## config.mk

```make
export PLATFORM = sky130hd
export DESIGN_NAME = regfile_mp
export DESIGN_NICKNAME = d
export VERILOG_FILES = /design/src/rtl/rf_pkg.sv /design/src/rtl/rf_scoreboard.sv /design/src/rtl/regfile_mp.sv
export SDC_FILE = /design/constraint.sdc
export NUM_CORES = 2
export LEC_CHECK = 0
export BUFFER_PORTS_ARGS = -buffer_cell sky130_fd_sc_hd__buf_2
export CORE_MARGIN = 5
export CORE_UTILIZATION = 64
export DETAILED_ROUTE_END_ITERATION = 8
export GPL_TIMING_DRIVEN = 0
export PLACE_DENSITY = 0.81
export SLEW_MARGIN = 20
export SYNTH_ARGS = -nofsm -noshare
export SYNTH_HDL_FRONTEND = slang
export SYNTH_SLANG_ARGS = --single-unit
```

## constraint.sdc

```tcl
create_clock -name CLK -period 2.6 [get_ports CLK]
set_input_delay 0.13 -clock CLK [delete_from_list [all_inputs] [get_ports CLK]]
set_output_delay 0.13 -clock CLK [all_outputs]
set_load 0.1 [all_outputs]
```

## src/rtl/rf_pkg.sv

```systemverilog
// Shared constants, types and port-slicing helper for the multi-port register file.
package rf_pkg;

    localparam int DW_DEF    = 32;
    localparam int NREGS_DEF = 32;

    typedef logic [4:0] regsel_t;

    // Low bit of port `port` inside a flattened bus of `width`-bit fields.
    function automatic int port_lo(input int port, input int width);
        return port * width;
    endfunction

endpackage

```

## src/rtl/rf_scoreboard.sv

```systemverilog
// Per-register busy scoreboard: reserve at issue, release at writeback, flush clears all.
module rf_scoreboard
    import rf_pkg::*;
#(
    parameter int NREGS    = NREGS_DEF,
    parameter int NWR      = 1,
    parameter int ZERO_REG = 1,
    localparam int AW      = $clog2(NREGS)
) (
    input  logic                clk,
    input  logic                rst_n,
    input  logic [NWR-1:0]      wen,
    input  logic [NWR*AW-1:0]   wsel,
    input  logic                rsv_en,
    input  logic [AW-1:0]       rsv_sel,
    input  logic                flush,
    output logic [NREGS-1:0]    busy_q
);

    localparam logic [NREGS-1:0] ZMASK = {{(NREGS-1){1'b0}}, (ZERO_REG != 0)};

    logic [NREGS-1:0] busy_d;
    logic [NREGS-1:0] set_mask_s;
    logic [NREGS-1:0] clr_mask_s;

    function automatic logic [NREGS-1:0] onehot(input logic [AW-1:0] idx);
        logic [NREGS-1:0] v;
        v      = '0;
        v[idx] = 1'b1;
        return v;
    endfunction

    // Next busy vector: reservation beats a same-cycle release, flush beats both.
    always_comb begin
        clr_mask_s = '0;
        for (int p = 0; p < NWR; p++) begin
            clr_mask_s = clr_mask_s | (wen[p] ? onehot(wsel[port_lo(p, AW) +: AW]) : '0);
        end
        set_mask_s = (rsv_en ? onehot(rsv_sel) : '0) & ~ZMASK;
        busy_d     = flush ? '0 : ((busy_q & ~clr_mask_s) | set_mask_s);
    end

    // Busy state register.
    always_ff @(posedge clk or negedge rst_n) begin
        if (!rst_n) begin
            busy_q <= '0;
        end else begin
            busy_q <= busy_d;
        end
    end

endmodule

```

## src/rtl/regfile_mp.sv

```systemverilog
// Parametrised multi-port register file with write-priority, optional
// write-to-read bypass and a busy scoreboard for hazard detection.
module regfile_mp
    import rf_pkg::*;
#(
    parameter int DW       = DW_DEF,
    parameter int NREGS    = NREGS_DEF,
    parameter int NRD      = 2,
    parameter int NWR      = 1,
    parameter int BYPASS   = 1,
    parameter int ZERO_REG = 1,
    localparam int AW      = $clog2(NREGS)
) (
    input  logic                CLK,
    input  logic                nRST,
    input  logic [NWR-1:0]      wen,
    input  logic [NWR*AW-1:0]   wsel,
    input  logic [NWR*DW-1:0]   wdat,
    input  logic [NRD*AW-1:0]   rsel,
    output logic [NRD*DW-1:0]   rdat,
    output logic [NRD-1:0]      rbusy,
    input  logic                rsv_en,
    input  logic [AW-1:0]       rsv_sel,
    output logic [NREGS-1:0]    busy_vec,
    input  logic                flush
);

    logic [DW-1:0] regs_q [NREGS];
    logic [DW-1:0] regs_d [NREGS];
    logic [NWR-1:0] wr_en_s;

    // A write is effective unless it targets the hardwired zero register.
    always_comb begin
        wr_en_s = '0;
        for (int p = 0; p < NWR; p++) begin
            wr_en_s[p] = wen[p] &&
                         !((ZERO_REG != 0) && (wsel[port_lo(p, AW) +: AW] == '0));
        end
    end

    // Later ports overwrite earlier ones, so the highest-numbered writer wins.
    always_comb begin
        regs_d = regs_q;
        for (int p = 0; p < NWR; p++) begin
            regs_d[wsel[port_lo(p, AW) +: AW]] =
                wr_en_s[p] ? wdat[port_lo(p, DW) +: DW] : regs_d[wsel[port_lo(p, AW) +: AW]];
        end
    end

    // Register storage.
    always_ff @(posedge CLK or negedge nRST) begin
        if (!nRST) begin
            for (int i = 0; i < NREGS; i++) begin
                regs_q[i] <= '0;
            end
        end else begin
            regs_q <= regs_d;
        end
    end

    rf_scoreboard #(
        .NREGS    (NREGS),
        .NWR      (NWR),
        .ZERO_REG (ZERO_REG)
    ) u_sb (
        .clk      (CLK),
        .rst_n    (nRST),
        .wen      (wen),
        .wsel     (wsel),
        .rsv_en   (rsv_en),
        .rsv_sel  (rsv_sel),
        .flush    (flush),
        .busy_q   (busy_vec)
    );

    for (genvar r = 0; r < NRD; r++) begin : g_rd
        logic [AW-1:0] idx_s;
        logic [DW-1:0] val_s;

        assign idx_s = rsel[port_lo(r, AW) +: AW];

        // Bypass is gated by reset so rdat reads zero while nRST is low.
        always_comb begin
            val_s = regs_q[idx_s];
            for (int p = 0; p < NWR; p++) begin
                val_s = ((BYPASS != 0) && nRST && wr_en_s[p] &&
                         (wsel[port_lo(p, AW) +: AW] == idx_s))
                        ? wdat[port_lo(p, DW) +: DW] : val_s;
            end
            val_s = ((ZERO_REG != 0) && (idx_s == '0)) ? '0 : val_s;
        end

        assign rdat[port_lo(r, DW) +: DW] = val_s;
        assign rbusy[r]                   = busy_vec[idx_s];
    end

endmodule

```

==> impl_summary.md, run 1 <==
Outcome
The flow did not finish. The flow halted during global routing. The first error in the log reads "[ERROR GRT-0116] Global routing finished with congestion. Check the congestion regions in the DRC Viewer".

Clock tree
The tree is rooted in a sky130_fd_sc_hd__clkbuf_16. The H-tree generated during clock tree synthesis spans 3 levels. The clock net in this run drives a total of 1056 sinks.

The maximum clock insertion buffer count is 3. TritonCTS created 109 clock buffers.

Placed design
The half-perimeter wire length after placement is 284 mm. The number of port buffers is 146. Once placement completed, the tool counted placed cells totaling 7397. The weighted congestion reported at the end of routability-driven placement is 1.34.

Die
The die is 324 um tall. The die extent in x is 324 um. Pin placement for this block handled 155 I/O pins. The initial standard-cell utilization of the core is 0.643. The site row count is 115.

Synthesis
The most used flip-flop cell after synthesis is sky130_fd_sc_hd__dfrtp_1. Yosys attributes the largest share of cell area to sky130_fd_sc_hd__dfrtp_1 (42%), sky130_fd_sc_hd__mux4_2 (21%), sky130_fd_sc_hd__nand2_1 (6.6%). Of the post-synthesis cell area, the dominant cell type holds 0.419. The cell type with the largest total area after synthesis is sky130_fd_sc_hd__dfrtp_1. The total of flip-flops plus latches after synthesis is 1056. The post-synthesis net count is 6003.

The cell count after synthesis came out at 5946. The fraction of registers with async set or reset after synthesis is 1.00. For this run, the number of Yosys warnings is 0.

The number of different library cells used by synthesis comes to 59. The area of the mapped netlist is 0.0631 mm2. The share of the Yosys chip area taken by registers is 0.419. Averaged over all synthesized cells, the footprint is 10.6 um2. The synthesized design contains 0 enable-type register cells.

Global route
The via count of the first global-routing pass is 76300. The sum of overflow across all layers after global routing is 1148. Entering global routing, the biggest net connects 144 pins.

In the global route stage, overall resource usage came out at 0.891. The first global-routing pass estimated 653 mm of wire.
## stage by stage
stage / instance area (um2) / hold slack [ns] / worst slack, ns / util
2_1_floorplan: 63600 / -0.166 / -0.390 / -
3_3_place_gp: 65900 / 0.344 / -24.41 / 0.672
3_5_place_dp: 66400 / 0.117 / -1.95 / 0.677
4_1_cts: 75400 / 0.00844 / -0.339 / 0.768
## cells in the mapped netlist (4+ instances only)
cell,instances
sky130_fd_sc_hd__and3b_1,5
sky130_fd_sc_hd__a21oi_1,36
sky130_fd_sc_hd__buf_6,11
sky130_fd_sc_hd__nor3b_1,10
sky130_fd_sc_hd__nor2b_1,12
sky130_fd_sc_hd__o221ai_1,14
sky130_fd_sc_hd__o21ai_0,546
sky130_fd_sc_hd__xnor2_1,6
sky130_fd_sc_hd__buf_1,21
sky130_fd_sc_hd__nand4_1,19
sky130_fd_sc_hd__mux2_2,68
sky130_fd_sc_hd__nand3_1,97
sky130_fd_sc_hd__and3_1,5
sky130_fd_sc_hd__mux4_2,578
sky130_fd_sc_hd__mux2i_1,358
sky130_fd_sc_hd__nor2_1,170
sky130_fd_sc_hd__nand4b_1,4
sky130_fd_sc_hd__dfrtp_1,1056
sky130_fd_sc_hd__o21ai_2,36
sky130_fd_sc_hd__a22oi_1,171
sky130_fd_sc_hd__clkbuf_1,348
sky130_fd_sc_hd__nand2_1,1108
sky130_fd_sc_hd__nand4bb_1,4
sky130_fd_sc_hd__o21ai_1,459
sky130_fd_sc_hd__o22ai_2,20
sky130_fd_sc_hd__a221oi_1,16
sky130_fd_sc_hd__o211ai_1,33
sky130_fd_sc_hd__o32ai_1,5
sky130_fd_sc_hd__a211oi_1,23
sky130_fd_sc_hd__nor4_1,39
sky130_fd_sc_hd__and2_1,11
sky130_fd_sc_hd__a31oi_1,4
sky130_fd_sc_hd__o31ai_1,7
sky130_fd_sc_hd__o22ai_1,178
sky130_fd_sc_hd__buf_4,47
sky130_fd_sc_hd__buf_2,219
sky130_fd_sc_hd__xor2_1,4
sky130_fd_sc_hd__a22o_1,40
sky130_fd_sc_hd__nor3_1,104
sky130_fd_sc_hd__nand2b_1,13
sky130_fd_sc_hd__clkbuf_2,15
## cell families after synthesis
logic type | after synthesis | synth area share
xor gates and xnor gates | 10 | 0.00139
muxes | 1004 | 0.275
buffers and inverters | 664 | 0.0483
DFF | 1056 | 0.419
AOI/OAI and AO/OA | 1598 | 0.150
and+or+nand+nor | 1614 | 0.106
## metal layers
layer	global-route usage	overflow
met2	0.961	513
met5	0.670	15
met1	0.884	127
met3	0.849	109
met4	0.873	384
## timing repair
| item | 4_1_cts |
|---|---|
| hold buffers | 41 |
| gates cloned | 2 |
| pin swaps | 168 |
| hold endpoints to repair | 398 |
| buffers inserted | 108 |
| endpoints found under the setup margin | 1007 |
| resized for setup | 980 |
==> inputs of run 2 (changes only) <==
--- a/config.mk
+++ b/config.mk
@@ -7,10 +7,10 @@
 export LEC_CHECK = 0
 export BUFFER_PORTS_ARGS = -buffer_cell sky130_fd_sc_hd__buf_2
 export CORE_MARGIN = 5
-export CORE_UTILIZATION = 64
+export CORE_UTILIZATION = 40
 export DETAILED_ROUTE_END_ITERATION = 8
 export GPL_TIMING_DRIVEN = 0
-export PLACE_DENSITY = 0.81
+export PLACE_DENSITY_LB_ADDON = 0.15
 export SLEW_MARGIN = 20
 export SYNTH_ARGS = -nofsm -noshare
 export SYNTH_HDL_FRONTEND = slang
==> impl_summary.md, run 2 <==
Synthesis
The commonest cells after synthesis are sky130_fd_sc_hd__nand2_1 (1108), sky130_fd_sc_hd__dfrtp_1 (1056), sky130_fd_sc_hd__mux4_2 (578), sky130_fd_sc_hd__o21ai_0 (546), sky130_fd_sc_hd__o21ai_1 (459). The largest total area in the synthesized netlist belongs to sky130_fd_sc_hd__dfrtp_1. The post-synthesis net count came to 6003 (unchanged). The number of different library cells in the post-synthesis netlist came to 59 (unchanged). The count of mapped cells out of synthesis is 5946 (unchanged). By area the synthesized netlist is led by sky130_fd_sc_hd__dfrtp_1 (42%), sky130_fd_sc_hd__mux4_2 (21%), sky130_fd_sc_hd__nand2_1 (6.6%).

The cell with the most instances after synthesis is sky130_fd_sc_hd__nand2_1. The fraction of registers with async set or reset after synthesis is 1.00 (unchanged). The count of flip-flops with a built-in enable after synthesis is 0 (unchanged). The share of the yosys chip area belonging to registers is 0.419 (unchanged).

The share of Yosys cell area claimed by the top area cell type came to 0.419 (unchanged). The average instance area after synthesis is 10.6 um2 (unchanged). The area of the mapped netlist is 0.0631 mm2 (unchanged). The most used flip-flop cell after synthesis is sky130_fd_sc_hd__dfrtp_1.

The total of flip-flops plus latches after synthesis is 1056 (unchanged). The number of synthesis warnings is 0 (unchanged).

Power
The portion of total power attributed to combinational logic is 0.353. The share of power burned in registers is 0.358. The total power of the final layout is 68.3 mW. Cell internal power was estimated by the tool at 40.7 mW. The power density over cell area is 850 mW/mm2.

The analysis attributes to net switching a power of 27.6 mW. The clock share of power is 0.289. The leakage power is 33.7 nW. Across the VDD grid, the largest voltage drop is 0.000707 V. The switching fraction of total power is 0.404.

Global route
The via count of the first global-routing pass is 60900. The met2 track utilization from global routing is 0.728. The met3 usage is 0.297. The layer flagged by global routing as most heavily used is met2. Across every metal layer, demand over resource in global routing totals 0.552. Entering global routing, the biggest net connects 129 pins. The first global-routing pass estimated 603 mm of wire.

The fraction of met1 tracks used by global routing is 0.615. The initial antenna violation count is 41. Global routing finished with a remaining overflow of 0.

Setup path
The largest single stage delay on the critical path is 0.57 ns. Counting both buffers and inverters, the worst setup path holds a total of 1. In this run the number of cells on the critical path is 6. Along the worst path, the maximum fanout reaches 4. For the worst setup path, the data arrival time is 3.24 ns.

The kind of cell with the highest combined delay on the critical path is simple AND/OR/NAND/NOR gates. The worst setup path is launched from a register. The beginning of the worst register-to-register path is regs_q[654].

The critical path required time is 2.47 ns. The number of cells on the worst reg-to-reg path is 7. The element type at the critical path end is an output port. The critical path in this run is classified as reg2out.

The signal on the critical path passes through mux4_2, a22oi_2, nand4_1, nor2_2, nor3_4, buf_12. The largest individual stage delay along the critical path comes from the cell sky130_fd_sc_hd__nand4_1. The startpoint of the most critical setup path is regs_q[141].

STA
The headroom to the max-slew limit is 0.130. The final max-slew violation count was 0. The actual transition at the worst max-transition pin is 1.31 ns. The number of setup violations in the final report is 914.

Static timing analysis puts the maximum clock frequency at 297 MHz. The worst path setup slack after routing is -0.771 ns. The share of the clock period used by the worst path after layout is 1.30. The worst clock skew is 0.0298 ns. The total count of hold-check failures in the final report is 0. The post-route minimum period is 3.37 ns.

Setup repair after global routing could not meet its margin everywhere.

Route
The total via count after detailed routing is 65600. The number of vias per cell is 7.54. For this run, the detailed router's first-pass iteration total came to 9. The remaining design rule violation count is 0.

For this block, the routed nets add up to 468 mm of wire. The remaining antenna violation count after routing is 0. After detailed routing, the average wire length per cell comes to 53.8 um. For this block, the initial DRC count from the detailed router was 12100.

Placed design
The number of port buffers is 146 (unchanged). The worst slack at placement is -2.20 ns (-0.244 ns). The half-perimeter wire length after placement is 343 mm (+21%). The weighted congestion reported at the end of routability-driven placement came to 1.11 (-17%).

Cells and area
The area growth from synthesis to layout is 27.3%. More flip-flops sit in one register than any other, and that register is regs_q. The most frequent standard cell in the layout excluding fill and tap cells is sky130_fd_sc_hd__nand2_1. The largest registers in the layout are regs_q x1024, u_sb.busy_q x32.

Summing all flip-flop and latch instances after layout gives 0.0265 mm2. Once layout is complete, the utilization of the core stands at 0.513. The final layout net count is 6568. In the layout the commonest cells are sky130_fd_sc_hd__nand2_1 (1093), sky130_fd_sc_hd__dfrtp_1 (1027), sky130_fd_sc_hd__mux4_2 (578), sky130_fd_sc_hd__o21ai_0 (524), sky130_fd_sc_hd__o21ai_1 (458). The layout has 14200 filler cells.

The register with the most flip-flops in the layout has 1024 of them. The area occupied by multi-input gates is 0.0372 mm2. The fraction of final layout cells with drive strength greater than 1 is 0.337.

Clock tree
The depth of the CTS H-tree is 4 (+1). The number of sinks handled by clock tree synthesis came to 1056 (unchanged). The clock tree root buffer cell is sky130_fd_sc_hd__clkbuf_16. The clock network latency to the later pin of the worst-skew pair is 0.82 ns. The maximum clock insertion buffer count is 3 (unchanged).

After clock tree synthesis, the clock-pin slew on the worst setup and hold paths is 0.07 ns. The clock tree from TritonCTS is built. The number of buffers created by CTS is 131 (+20%).

Die
The area of the die is 0.166 mm2. The site row count is 145 (+26%). The I/O pin total is 155 (unchanged). After floorplanning, the core was sized to cover 0.157 mm2.

The die outline height was 407 um (+26%). The die extent in x is 407 um (+26%). The initial standard-cell utilization of the core is 0.403 (-0.240).

Outcome
The run finished, with violations left. The checks that failed: setup timing.

Job
The number of maximum-capacitance constraint violations is 0.

Worst hold path
The worst hold path belongs to the class in2async.
==> run 2: stage by stage <==
step / std cells / hold slack (ns) / setup TNS [ns] / area [um2]
after detailed placement: 8198 / 0.0951 / -1674.90 / 68100
after global placement: 8150 / 0.369 / - / 66900
final: 8699 / 0.0160 / -108.21 / 80300
after floorplan: 5946 / -0.166 / -5.88 / 63600
after global routing: 8674 / 0.0362 / -18.53 / 80200
after CTS: 8594 / 0.00268 / -20.58 / 78700
==> run 2: layout make-up <==
cell class | count | area share
multi-input cells | 4226 | 0.464
flip-flops and latches | 1056 | 0.330
repair buffers | 442 | 0.0622
plain buffers | 651 | 0.0554
clock buffers | 190 | 0.0471
well taps | 2058 | 0.0321
clock inverters | 46 | 0.00860
diodes | 27 | 0.000842
inverters | 3 | 0.000187
==> run 2: kinds of logic (layout without fill, tap and decap cells) <==
family / after synthesis / count (layout) / share of synthesized area
muxes: 1004 / 1004 / 0.275
xor gates and xnor gates: 10 / 10 / 0.00139
DFF: 1056 / 1056 / 0.419
and+or+nand+nor: 1614 / 1614 / 0.106
other: 0 / 27 / 0
buffers and inverters: 664 / 1332 / 0.0483
AOI/OAI and AO/OA: 1598 / 1598 / 0.150
==> run 2: routing by layer <==
layer	up-vias	wire, um
li1	23400	-
met1	33400	151000
met2	6596	182000
met3	2124	72100
met4	26	62100
met5	-	586
==> run 2: what timing repair did <==
| action | 4_1_cts | 5_1_grt |
|---|---|---|
| cloned | 5 | 1 |
| hold endpoints to repair | 718 | 0 |
| setup endpoints to repair | 1058 | 1052 |
| resized for setup | 1124 | 242 |
| pin swaps | 202 | 132 |
| setup buffers | 106 | 79 |
| hold buffers | 58 | 0 |
==> run 2: worst reg2reg max path: stages (launching register included) <==
cell	delay, ns
sky130_fd_sc_hd__dfrtp_2	0.50
sky130_fd_sc_hd__mux2i_1	0.45
sky130_fd_sc_hd__o32ai_1	0.16
sky130_fd_sc_hd__nor3_1	0.34
sky130_fd_sc_hd__o21ai_0	0.24
sky130_fd_sc_hd__o22ai_4	0.39
sky130_fd_sc_hd__clkbuf_4	0.35
sky130_fd_sc_hd__o21ai_0	0.12
==> run 2: power groups by stage <==
stage / clock, mW / combinational [mW] / sequential [mW]
6_report: 19.7 / 24.1 / 24.4
4_1_cts: 19.5 / 22.1 / 24.1
3_3_place_gp: 0 / 19.0 / 24.3
5_1_grt: 20.2 / 24.2 / 24.7
3_5_place_dp: 0 / 19.4 / 24.5
2_1_floorplan: 0 / 11.8 / 22.8
==> run 2: worst paths after layout <==
path                                 to  slack [ns]
max                            rdat[13]       -0.77
min                         regs_q[598]        0.02
max reg2reg                 regs_q[718]       -0.13
min reg2reg                regs_q[1019]        0.50
max in group asynchronous   regs_q[103]        0.25
min in group CLK            regs_q[236]        0.08
Note: power is estimated with default switching activity, not from simulation.
